[src/rtl/prog_writer.sv]
// nic8 instruction encoder: packs symbolic fields into opcode (+ immediate) bytes,
// queues them in a small FIFO and writes them into program memory from address 0.
module prog_writer #(
  parameter int ADDR_W     = 8,
  parameter int FIFO_DEPTH = 4
) (
  input  logic              clk,
  input  logic              reset,
  input  logic              in_valid,
  output logic              in_ready,
  input  logic [2:0]        in_dest,
  input  logic [2:0]        in_source,
  input  logic              in_sub,
  input  logic              in_carry,
  input  logic [7:0]        in_imm,
  output logic              mem_we,
  output logic [ADDR_W-1:0] mem_addr,
  output logic [7:0]        mem_data,
  output logic              idle,
  output logic              overflow,
  output logic              illegal
);

  localparam int PTR_W = $clog2(FIFO_DEPTH);
  localparam int CNT_W = PTR_W + 1;
  localparam logic [CNT_W-1:0]  READY_MAX = CNT_W'(FIFO_DEPTH - 2);
  localparam logic [ADDR_W-1:0] LAST_ADDR = '1;

  logic [7:0]        fifo_q [FIFO_DEPTH];
  logic [7:0]        fifo_d [FIFO_DEPTH];
  logic [PTR_W-1:0]  rd_q, rd_d, wr_q, wr_d;
  logic [CNT_W-1:0]  cnt_q, cnt_d;
  logic [ADDR_W-1:0] waddr_q, waddr_d;
  logic [ADDR_W-1:0] mem_addr_q, mem_addr_d;
  logic [7:0]        mem_data_q, mem_data_d;
  logic              mem_we_q, mem_we_d;
  logic              overflow_q, overflow_d;
  logic              illegal_q, illegal_d;

  logic [7:0] opcode, enq0, enq1;
  logic [1:0] n_enq;
  logic       accept, push_op, push_imm, fifo_empty, pop, deq;

  always_comb begin
    opcode     = {in_carry, in_dest, in_sub, in_source};
    fifo_empty = (cnt_q == '0);
    in_ready   = !overflow_q && (cnt_q <= READY_MAX);
    accept     = in_valid && in_ready;
    push_op    = accept && (in_dest != 3'd7);
    push_imm   = push_op && (in_source == 3'd0);
    pop        = !overflow_q && (!fifo_empty || push_op);
    deq        = pop && !fifo_empty;
    idle       = fifo_empty && !mem_we_q;

    // With an empty FIFO the opcode goes straight to the write registers,
    // so only the immediate (if any) needs storing.
    if (fifo_empty) begin
      enq0  = in_imm;
      enq1  = in_imm;
      n_enq = {1'b0, push_imm};
    end else begin
      enq0  = opcode;
      enq1  = in_imm;
      n_enq = {push_imm, push_op && !push_imm};
    end

    fifo_d = fifo_q;
    if (n_enq != 2'd0) fifo_d[wr_q] = enq0;
    if (n_enq == 2'd2) fifo_d[wr_q + PTR_W'(1)] = enq1;
    wr_d  = wr_q + PTR_W'(n_enq);
    rd_d  = rd_q + PTR_W'(deq);
    cnt_d = cnt_q + CNT_W'(n_enq) - CNT_W'(deq);

    mem_we_d   = pop;
    mem_addr_d = mem_addr_q;
    mem_data_d = mem_data_q;
    waddr_d    = waddr_q;
    overflow_d = overflow_q;
    if (pop) begin
      mem_addr_d = waddr_q;
      mem_data_d = fifo_empty ? opcode : fifo_q[rd_q];
      // The pointer parks on the last address; overflow then blocks all traffic.
      if (waddr_q == LAST_ADDR) overflow_d = 1'b1;
      else                      waddr_d    = waddr_q + ADDR_W'(1);
    end

    illegal_d = illegal_q || (accept && (in_dest == 3'd7));
  end

  always_ff @(posedge clk) begin
    if (reset) begin
      rd_q       <= '0;
      wr_q       <= '0;
      cnt_q      <= '0;
      waddr_q    <= '0;
      mem_addr_q <= '0;
      mem_data_q <= '0;
      mem_we_q   <= 1'b0;
      overflow_q <= 1'b0;
      illegal_q  <= 1'b0;
    end else begin
      rd_q       <= rd_d;
      wr_q       <= wr_d;
      cnt_q      <= cnt_d;
      waddr_q    <= waddr_d;
      mem_addr_q <= mem_addr_d;
      mem_data_q <= mem_data_d;
      mem_we_q   <= mem_we_d;
      overflow_q <= overflow_d;
      illegal_q  <= illegal_d;
    end
  end

  // Storage contents are don't-care until written, so they carry no reset.
  always_ff @(posedge clk) begin
    fifo_q <= fifo_d;
  end

  assign mem_we   = mem_we_q;
  assign mem_addr = mem_addr_q;
  assign mem_data = mem_data_q;
  assign overflow = overflow_q;
  assign illegal  = illegal_q;

endmodule

[config.mk]
export PLATFORM = sky130hd
export DESIGN_NAME = prog_writer
export DESIGN_NICKNAME = d
export VERILOG_FILES = /design/src/rtl/prog_writer.sv
export SDC_FILE = /design/constraint.sdc
export NUM_CORES = 1
export LEC_CHECK = 0
export BUFFER_PORTS_ARGS = -buffer_cell sky130_fd_sc_hd__buf_4
export CAP_MARGIN = 15
export CORE_MARGIN = 2
export CORE_UTILIZATION = 61
export CTS_BUF_LIST = sky130_fd_sc_hd__clkbuf_8
export CTS_CLUSTER_DIAMETER = 60
export DETAILED_ROUTE_END_ITERATION = 6
export HOLD_SLACK_MARGIN = 0.1
export PLACE_DENSITY_LB_ADDON = 0.25
export SETUP_SLACK_MARGIN = 0.15
export SLEW_MARGIN = 20
export SYNTH_ARGS = -nofsm -noshare
export SYNTH_HDL_FRONTEND = slang
export SYNTH_SLANG_ARGS = --single-unit
[constraint.sdc]
create_clock -name clk -period 3.5 [get_ports clk]
set_input_delay 0.7 -clock clk [delete_from_list [all_inputs] [get_ports clk]]
set_output_delay 0.7 -clock clk [all_outputs]
set_load 0.02 [all_outputs]
Word level (Yosys, flattened, before mapping) --
Cells that the tools add are included.
Storage, ports and cells: register bits after elaboration 66, bits of input ports 19, output and inout bits 21, word-level logic and storage cells 69
Operators by class: $add $sub $neg 6, order comparisons 6, equal/unequal tests 4, mux-type cells 14, bitwise logic cells 4, reduce and logical (&&, ||, !) cells 22
Operator list (count):
- $bwmux 32 | 2
- $mux 32 | 2
- $mux 8 | 6
- $demux 8 s2 | 2
- $bmux 8 s2 | 1
- $logic_and 1x1->1 | 11
- $ge 3x3->1 const B | 3
- $not 2->3 | 3
- $add 8x1->8 const B | 1
- $eq 8x8->1 const B | 1
- $logic_not 3->1 | 2
- $lt 3x1->1 const B | 2
- $logic_not 1->1 | 4
- $reduce_and 2->1 | 2
- $add 3x2->3 | 1
- $eq 3x3->1 const B | 1
- $le 3x2->1 const B | 1
- $ne 3x3->1 const B | 1
- $sub 3x1->3 | 1
- $add 2x1->2 | 1
- $add 2x1->2 const B | 1
- $add 2x2->2 | 1
- $eq 2x2->1 const B | 1
- $logic_or 1x1->1 | 2
- other kinds (3) | 3

Logic depth before layout (Yosys ltp) --
Gate-level depths: netlist (run 1).
word-level depth 12, mapped depth 13, gate-level depth less buffers 11

Worst setup path after synthesis (run 1) --
No wires, ideal clock.
kind in2reg, from in in_valid, to reg cnt_q[2], setup time 128 ps, arrival time 2890 ps, required time 3372 ps, path slack 483 ps, cell stages on the path 12, cells stage by stage or3b_1 > buf_2 > nor3_2 > and3b_1 > inv_1 > ha_1 > inv_1 > ha_1 > fa_1 > xor2_1 > xnor2_1 > nor2_1
Between the ends: word-level cells in the longest chain between the ends 8, elaborated cells on any way between the ends 11
RTL lines:
- from (decl) | line 9 | input logic in_valid,
- $logic_and 1x1->1 (*) | line 48 | accept = in_valid && in_ready;
- $logic_and 1x1->1 (*) | line 49 | push_op = accept && (in_dest != 3'd7);
- $logic_and 1x1->1 | line 50 | push_imm = push_op && (in_source == 3'd0);
- $logic_not 1->1 | line 64 | n_enq = {push_imm, push_op && !push_imm};
- $logic_and 1x1->1 | line 64
- $mux 2 | line 57 | if (fifo_empty) begin
- $add 3x2->3 | line 72 | cnt_d = cnt_q + CNT_W'(n_enq) - CNT_W'(deq);
- $sub 3x1->3 (*) | line 72
- to (signal assigned) | line 104 | cnt_q <= cnt_d;
- to (decl) | line 32 | logic [CNT_W-1:0] cnt_q, cnt_d;
Every way passes the cells marked *; elsewhere a longest branch is shown, timed or not. A chain may end at the register's enable or synchronous reset.

Worst setup path after layout (run 1) --
from in in_source[0], to reg cnt_q[2]
Between the ends: word-level cells in the longest chain between the ends 7
RTL lines:
- from (decl) | line 12 | input logic [2:0] in_source,
- $logic_not 3->1 (*) | line 50
- $logic_and 1x1->1 (*) | line 50
- $logic_not 1->1 | line 64
- $logic_and 1x1->1 | line 64
- $mux 2 (*) | line 57
- $add 3x2->3 (*) | line 72
- $sub 3x1->3 (*) | line 72
Marks and branches as above.

==> results.md, run 1 <==
* Ports at 40
* Beginning of the critical path: in_source[0]
* Final Hold Fails at 0
* Pwr Density at 851 mW/mm2
* Leakage component of the power at 1.53 nW
* Global-route wire length before repair at 16.8 mm
* Drt first pass iters at 5
* Startpoint class of the critical path: input port
* Worst path bufs/invs at 3
* Setup crit end kind: flip-flop
* Sequence of cells on the critical path: buf_4 -> or3_1 -> nor2_1 -> and3b_1 -> inv_1 -> ha_1 -> inv_1 -> ha_1 -> fa_1 -> xor2_1 -> xnor2_1 -> nor2_1
* Die Y at 82.0 um
* Unrepaired setup endpoints after global routing: no
* Filler cells at 489
* Origin of the worst min-delay path: mem_addr[1]$_SDFFE_PP0P_
* Width of the chip at 82.0 um
* Area growth syn-to-layout at 13.6%
* # resized after CTS at 0
* Clock latency on the worst-skew pair at 0.35 ns
* Number of nets produced by synthesis at 460
* Worst path slowest cell: or3_1
* Hold Slack at 0.455 ns
* H-tree Lvls at 3
* Initial core utilization at 63.1%
* Worst slew margin relative to its limit at 50.1%
* HPWL reported at the end of detailed placement at 6.97 mm
* Final net count at 487
* Vias at 3695
* Primary flip-flop cell chosen by synthesis mapping: dfxtp_1
* Pin count of the biggest net entering global routing at 35
* Final Routed Wirelength at 10.5 mm
* Final setup TNS at 0 ns
* Pin slew with the least headroom to its limit at 0.741 ns
* Fin. max-slew vios at 0
* Placement Rows at 28
* Number of setup buffers added after CTS at 0
* Maximum VDD drop at 447 uV
* Hold buffers post-CTS at 0
* Share of synthesized registers carrying an async set or reset at 0%
* Post-layout minimum cycle time at 2.92 ns
* Post-Synthesis Cell Area at 0.00371 mm2
* Dominant delay contributor by cell family on the critical path: simple AND/OR/NAND/NOR gates
* Cell Area, Placed at 0.00405 mm2
* WP data arrival at 3.16 ns
* Maximum count of clock buffers along a single path at 2
* Initial drt markers at 321
* Number of global-route vias before repair at 3345
* Start of the worst register-to-register path: overflow$_SDFFE_PP0P_
* Count of flip-flops with a built-in enable after synthesis at 0
* Final antenna diode count at 0
* Path class of the lowest-slack min-delay path: reg -> reg
* Post-route DRC at 0
* Port buffer count at 39
* Fmax at 342 MHz
* FF+latch count, synth at 66
* Post-synthesis cell type count at 53
* Total placed cells including tap cells at 525
* Final weighted congestion of routability-driven global placement at 0.865
* Max_cap viols at 0
* Synth Instances at 434
* Outcome: completed
* Remaining antenna violation count after routing at 0
* Critical path fanouts, max at 8
* Mean post-synth cell area at 8.55 um2
* Num CTS Buffers at 9
* CTS Sinks at 66
* Final total power at 3.59 mW
* CP required at 3.74 ns
* CTS tree: done
* Final cycle utilization of the critical path at 83.6%
* Post-synthesis sequential area ratio at 35.6%
* Critical path class: in -> reg
* Delay of the slowest critical-path stage at 0.50 ns
* Core Footprint at 0.00589 mm2
* Buffer type at the clock tree root: clkbuf_8
* Global route total overflow at 0
* Layout cells sized above 1 at 21.0%
* Final standard cell count with taps included and fillers excluded at 541
* Count of yosys warnings during synthesis at 0
* Clock transition at the registers of the reported paths at 0.08 ns
* Post-detailed-route via-to-cell ratio at 6.83
* DR WL/cell at 19.4 um
* Number of endpoints failing setup at the final stage at 0
* Setup skew after layout at 0.00785 ns
* Final standard cell area without fillers at 0.00422 mm2
* GR Util All Layers at 33.4%
* Antenna violations before repair at 0
* Die Outline Area at 0.00673 mm2
[final timing paths]
kind | end | slack (ns) | cells after the start
worst max register to register | cnt_q[2]$_SDFF_PP0_ | 0.70 | 11
worst min-delay path | mem_addr[1]$_SDFFE_PP0P_ | 0.46 | 2
worst min register to register | mem_addr[1]$_SDFFE_PP0P_ | 0.46 | 2
worst max-delay path | cnt_q[2]$_SDFF_PP0_ | 0.58 | 12
[flip-flops by register name, summed over array words and instances, names as in the netlist, 2 cells and up]
name	count
wr_q	2
fifo_q	32
mem_data	8
cnt_q	3
rd_q	2
waddr_q	8
mem_addr	8
[cells by family after synthesis]
logic type / count (synthesis) / share of synthesized area (%)
XOR/XNOR: 5 / 1.18
multiplexers: 9 / 5.12
AO/OA/AOI/OAI: 105 / 19.6
adder cells (fa/ha/maj): 7 / 2.56
AND/OR/NAND/NOR: 184 / 29.1
buffers and inverters: 58 / 6.81
flip-flops: 66 / 35.6
[synthesized netlist by cell type (all sizes together) (7+ instances only)]
library cell | instances | area share [%]
dfxtp | 66 | 36
nand2 | 43 | 4.3
a21oi | 35 | 4.7
nand3 | 26 | 3.5
clkbuf | 25 | 2.5
a32oi | 22 | 5.2
nor3 | 22 | 3.1
inv | 20 | 2.0
nor2 | 20 | 2.2
a211oi | 14 | 3.0
buf | 13 | 2.3
nand4 | 13 | 2.2
nand4b | 12 | 2.8
nor3b | 12 | 2.9
nor4 | 11 | 3.4
mux4 | 8 | 4.9
o21ai | 7 | 0.94
[through the flow]
| stage | util, % | worst slack (ns) |
|---|---|---|
| floorplan | - | 0.483 |
| global placement | 68.8 | 0.372 |
| detailed placement | 68.8 | 0.261 |
| CTS | 71.6 | 0.639 |
| global route | 71.6 | 0.444 |
| finish | 71.6 | 0.576 |
[power breakdown]
| part | internal (mW) | switching [mW] | leakage (nW) |
|---|---|---|---|
| Clock | 0.254 | 0.317 | 0.0810 |
| Sequential | 1.04 | 0.261 | 0.548 |
| Combinational | 0.723 | 0.998 | 0.897 |
| Total | 2.01 | 1.58 | 1.53 |
[placed cells by master, fill, tap and decap left out, types with 4 or more instances in the layout]
cell	count
a211oi_1	13
a21oi_1	35
a22oi_1	4
a31oi_1	5
a32oi_1	21
buf_4	54
clkbuf_8	9
dfxtp_1	66
ha_1	6
inv_1	20
mux4_2	8
nand2_1	43
nand3_1	26
nand4_1	13
nand4b_1	12
nor2_1	19
nor2b_1	6
nor3_1	20
nor3b_1	10
nor4_2	9
o211ai_1	4
o21ai_0	7
o31ai_1	4
or3_1	4
or4_1	4
[worst min-delay path: stages, from the launching register on]
cell and delay (ns):
dfxtp_1 0.31, nand2_1 0.05, a21oi_1 0.05
[cell type report]
type / instances / area, um2 / share of cell area [%]
clock buffers: 9 / 124 / 2.94
clock inverters: 7 / 46.3 / 1.10
inverters: 20 / 75.1 / 1.78
multi-input cells: 310 / 2150 / 51.0
flip-flops and latches: 66 / 1320 / 31.3
well taps: 75 / 93.8 / 2.23
repair buffers: 54 / 405 / 9.61
[per-layer routing]
| layer | up-vias | share of wire (%) | track usage, % | wire, um |
|---|---|---|---|---|
| li1 | 1706 | - | - | - |
| met1 | 1702 | 40 | 44.7 | 4200 |
| met2 | 241 | 47 | 49.9 | 4910 |
| met3 | 46 | 9.8 | 7.03 | 1030 |
| met4 | 0 | 3.5 | 18.8 | 371 |
| met5 | - | 0 | 0 | 0 |
No activity file was read; power rests on OpenSTA's default activity.
==> run 2: changes to the inputs <==
--- a/config.mk
+++ b/config.mk
@@ -5,6 +5,7 @@
 export SDC_FILE = /design/constraint.sdc
 export NUM_CORES = 1
 export LEC_CHECK = 0
+export ABC_AREA = 1
 export BUFFER_PORTS_ARGS = -buffer_cell sky130_fd_sc_hd__buf_4
 export CAP_MARGIN = 15
 export CORE_MARGIN = 2
==> constraint.sdc (replaced) <==
create_clock -name clk -period 2.7 [get_ports clk]
set_input_delay 0.54 -clock clk [delete_from_list [all_inputs] [get_ports clk]]
set_output_delay 0.54 -clock clk [all_outputs]
set_load 0.02 [all_outputs]
==> run 2 against run 1 <==
Net effect: worst hold slack got worse by 0.030 ns; sequential share of layout area fell by 0.25 points; sequential cell count stayed put; cell area grew 1.0%; critical path type unchanged.
==> results.md, run 2 <==
* Remaining antenna violation count after routing at 0
* Post-layout minimum cycle time at 2.43 ns
* CTS tree: done
* Origin of the worst min-delay path: in_imm[1]
* Library cell occupying the most area in the post-synthesis netlist: dfxtp_1
* Area of the multi-input gates at 0.00196 mm2
* Delay of the slowest critical-path stage at 0.37 ns
* Beginning of the critical path: in_dest[1]
* Post-synthesis sequential area ratio at 36.8%
* Ports at 40
* Commonest cells after routing, fill and taps aside: 196 x nand2_1, 64 x dfxtp_1, 59 x inv_1
* Final total power at 5.07 mW
* Met1 Track Usage GR at 40.8%
* Met3 capacity usage during global routing at 7.78%
* Primary flip-flop cell chosen by synthesis mapping: dfxtp_1
* Layout cells sized above 1 at 16.6%
* HPWL reported at the end of detailed placement at 6.56 mm
* Path class of the lowest-slack min-delay path: in -> reg
* WP data arrival at 2.71 ns
* Largest register by flop count: fifo_q
* H-tree Lvls at 3
* Final antenna diode count at 0
* Leading cell type in the layout, fill and taps excluded: nand2_1
* Synth top area share at 36.8%
* Post-synthesis cell type count at 31
* Adder-cell share of the synthesized area at 2.65%
* DR WL/cell at 14.8 um
* Area growth syn-to-layout at 18.5%
* Fmax at 411 MHz
* Mean post-synth cell area at 6.64 um2
* Unrepaired setup endpoints after global routing: no
* Num CTS Buffers at 9
* Leakage component of the power at 2.16 nW
* Pin count of the biggest net entering global routing at 34
* Buffer type at the clock tree root: clkbuf_8
* FF+latch count, synth at 66
* Die Outline Area at 0.00652 mm2
* Sequence of cells on the critical path: buf_4 -> nand3_1 -> inv_2 -> nor2_8 -> nand2_2 -> nor2_2 -> inv_1 -> ha_1 -> inv_1 -> ha_1 -> fa_1 -> xor2_1 -> o21ai_0 -> a21oi_1
* Worst path bufs/invs at 4
* Post-route DRC at 0
* Filler cells at 443
* Initial drt markers at 314
* Post-Synthesis Cell Area at 0.00359 mm2
* Share of synthesized registers carrying an async set or reset at 0%
* Fraction of the mapped netlist area in compound gates at 9.68%
* Critical path fanouts, max at 3
* Dominant delay contributor by cell family on the critical path: adder cells
* Final net count at 611
* Hold buffers post-CTS at 0
* Startpoint class of the critical path: input port
* GR Util All Layers at 31.6%
* Synth top cells by count: 197 x nand2_1, 66 x dfxtp_1, 60 x inv_1
* Final Hold Fails at 0
* Final standard cell area without fillers at 0.00426 mm2
* Post-Synth XOR/XNOR Area at 1.22%
* Vias at 3712
* Count of flip-flops with a built-in enable after synthesis at 0
* Setup crit end kind: flip-flop
* Number of endpoints failing setup at the final stage at 0
* Start of the worst register-to-register path: cnt_q[2]$_SDFF_PP0_
* Clock latency on the worst-skew pair at 0.35 ns
* Number of global-route vias before repair at 3387
* Post-Synth Simple-Gate Area at 40.4%
* Global route total overflow at 0
* Main combinational cell family by area after synthesis: simple AND/OR/NAND/NOR gates
* Width of the chip at 80.8 um
* Most used standard cell by instance count after synthesis: nand2_1
* Maximum VDD drop at 718 uV
* CP required at 2.98 ns
* Drt first pass iters at 5
* Layer carrying the most global-route usage: met2
* Cell Area, Placed at 0.00398 mm2
* Antenna violations before repair at 0
* Synth area leaders: dfxtp_1 37%, nand2_1 21%, nand3_1 6.4%
* Synth Instances at 541
* Max_cap viols at 0
* Largest register FFs at 32
* Final setup TNS at 0 ns
* Critical path class: in -> reg
* Die Y at 80.8 um
* Port buffer count at 39
* Clock transition at the registers of the reported paths at 0.08 ns
* Worst slew margin relative to its limit at 53.6%
* Total area of sequential cells at 0.00132 mm2
* Worst path slowest cell: fa_1
* Placement Rows at 27
* Initial core utilization at 64.1%
* Setup skew after layout at 0.0112 ns
* Outcome: completed
* Maximum count of clock buffers along a single path at 2
* Number of nets produced by synthesis at 567
* Pwr Density at 1190 mW/mm2
* Core Footprint at 0.00561 mm2
* CTS Sinks at 66
* Met2 Use GR at 50.7%
* Final Routed Wirelength at 9.82 mm
* Post-detailed-route via-to-cell ratio at 5.61
* Pin slew with the least headroom to its limit at 0.695 ns
* Final cycle utilization of the critical path at 90.1%
* Count of yosys warnings during synthesis at 0
* Fin. max-slew vios at 0
* Multiplexer share of the synthesized area at 0%
* Final weighted congestion of routability-driven global placement at 0.866
* Global-route wire length before repair at 15.8 mm
run 2: changes by cell type in the layout (fill, tap and decap cells not counted), sizes merged, moves of 11 or more:
cell / change
a32oi: -22
nand4b: -12
o21ai: +26
nor3b: -12
a21oi: -13
nand2: +156
nor4: -11
nand3: +30
a211oi: -14
inv: +43
nor3: -22
nor2: +27
run 2: logic make-up (layout without fill, tap and decap cells):
logic type	after synthesis	in the layout
simple gates	314	314
buf+inv	84	133
flops	66	66
compound gates	65	65
fa+ha+maj	7	7
xor+xnor	5	5
run 2: final cells by class:
class	instances	share of cell area, %
inverters	67	6.02
clock buffers	10	3.23
clock inverters	6	2.67
well taps	72	2.12
multi-input cells	391	46.1
repair buffers	50	8.81
flip-flops and latches	66	31.1
run 2: stage by stage:
stage	hold slack [ns]	util, %	worst slack, ns	std cells
6_report	0.426	75.9	0.267	662
5_1_grt	0.436	75.9	0.166	662
4_1_cts	0.425	75.4	0.285	661
3_5_place_dp	0.482	70.9	-0.0119	645
3_3_place_gp	0.468	70.9	0.0701	645
2_1_floorplan	0.454	-	0.222	541
run 2: power breakdown:
group | leakage (nW) | switching, mW | internal [mW]
Clock | 0.119 | 0.413 | 0.640
Combinational | 1.49 | 1.54 | 0.866
Sequential | 0.547 | 0.245 | 1.36
Total | 2.16 | 2.20 | 2.87
run 2: layer usage:
| metal | share of wire (%) | vias up |
|---|---|---|
| li1 | - | 1788 |
| met3 | 9.4 | 25 |
| met1 | 42 | 1706 |
| met2 | 47 | 193 |
| met5 | 0 | - |
| met4 | 2.2 | 0 |
run 2: worst reg2reg max path: stages, from the launching register on:
cell and delay [ns]:
dfxtp_2 0.36, nor2_4 0.15, nand3_4 0.10, nor2_8 0.09, nand2_2 0.07, nor2_2 0.14, inv_1 0.06, ha_1 0.27
inv_1 0.04, ha_1 0.18, fa_1 0.37, xor2_1 0.20, o21ai_0 0.11, a21oi_1 0.17
run 2: final timing paths:
kind | end | slack [ns] | cells past startpoint
min reg2reg | waddr_q[4]$_SDFFE_PP0P_ | 0.51 | 2
max | cnt_q[2]$_SDFF_PP0_ | 0.27 | 14
min | fifo_q[25]$_DFF_P_ | 0.43 | 3
max reg2reg | cnt_q[2]$_SDFF_PP0_ | 0.31 | 13
run 2: timing repair:
item                       4_1_cts  5_1_grt
gates resized for setup          0        8
buffers inserted                 0        1
hold endpoints to repair         0        0
setup endpoints to repair        0        1
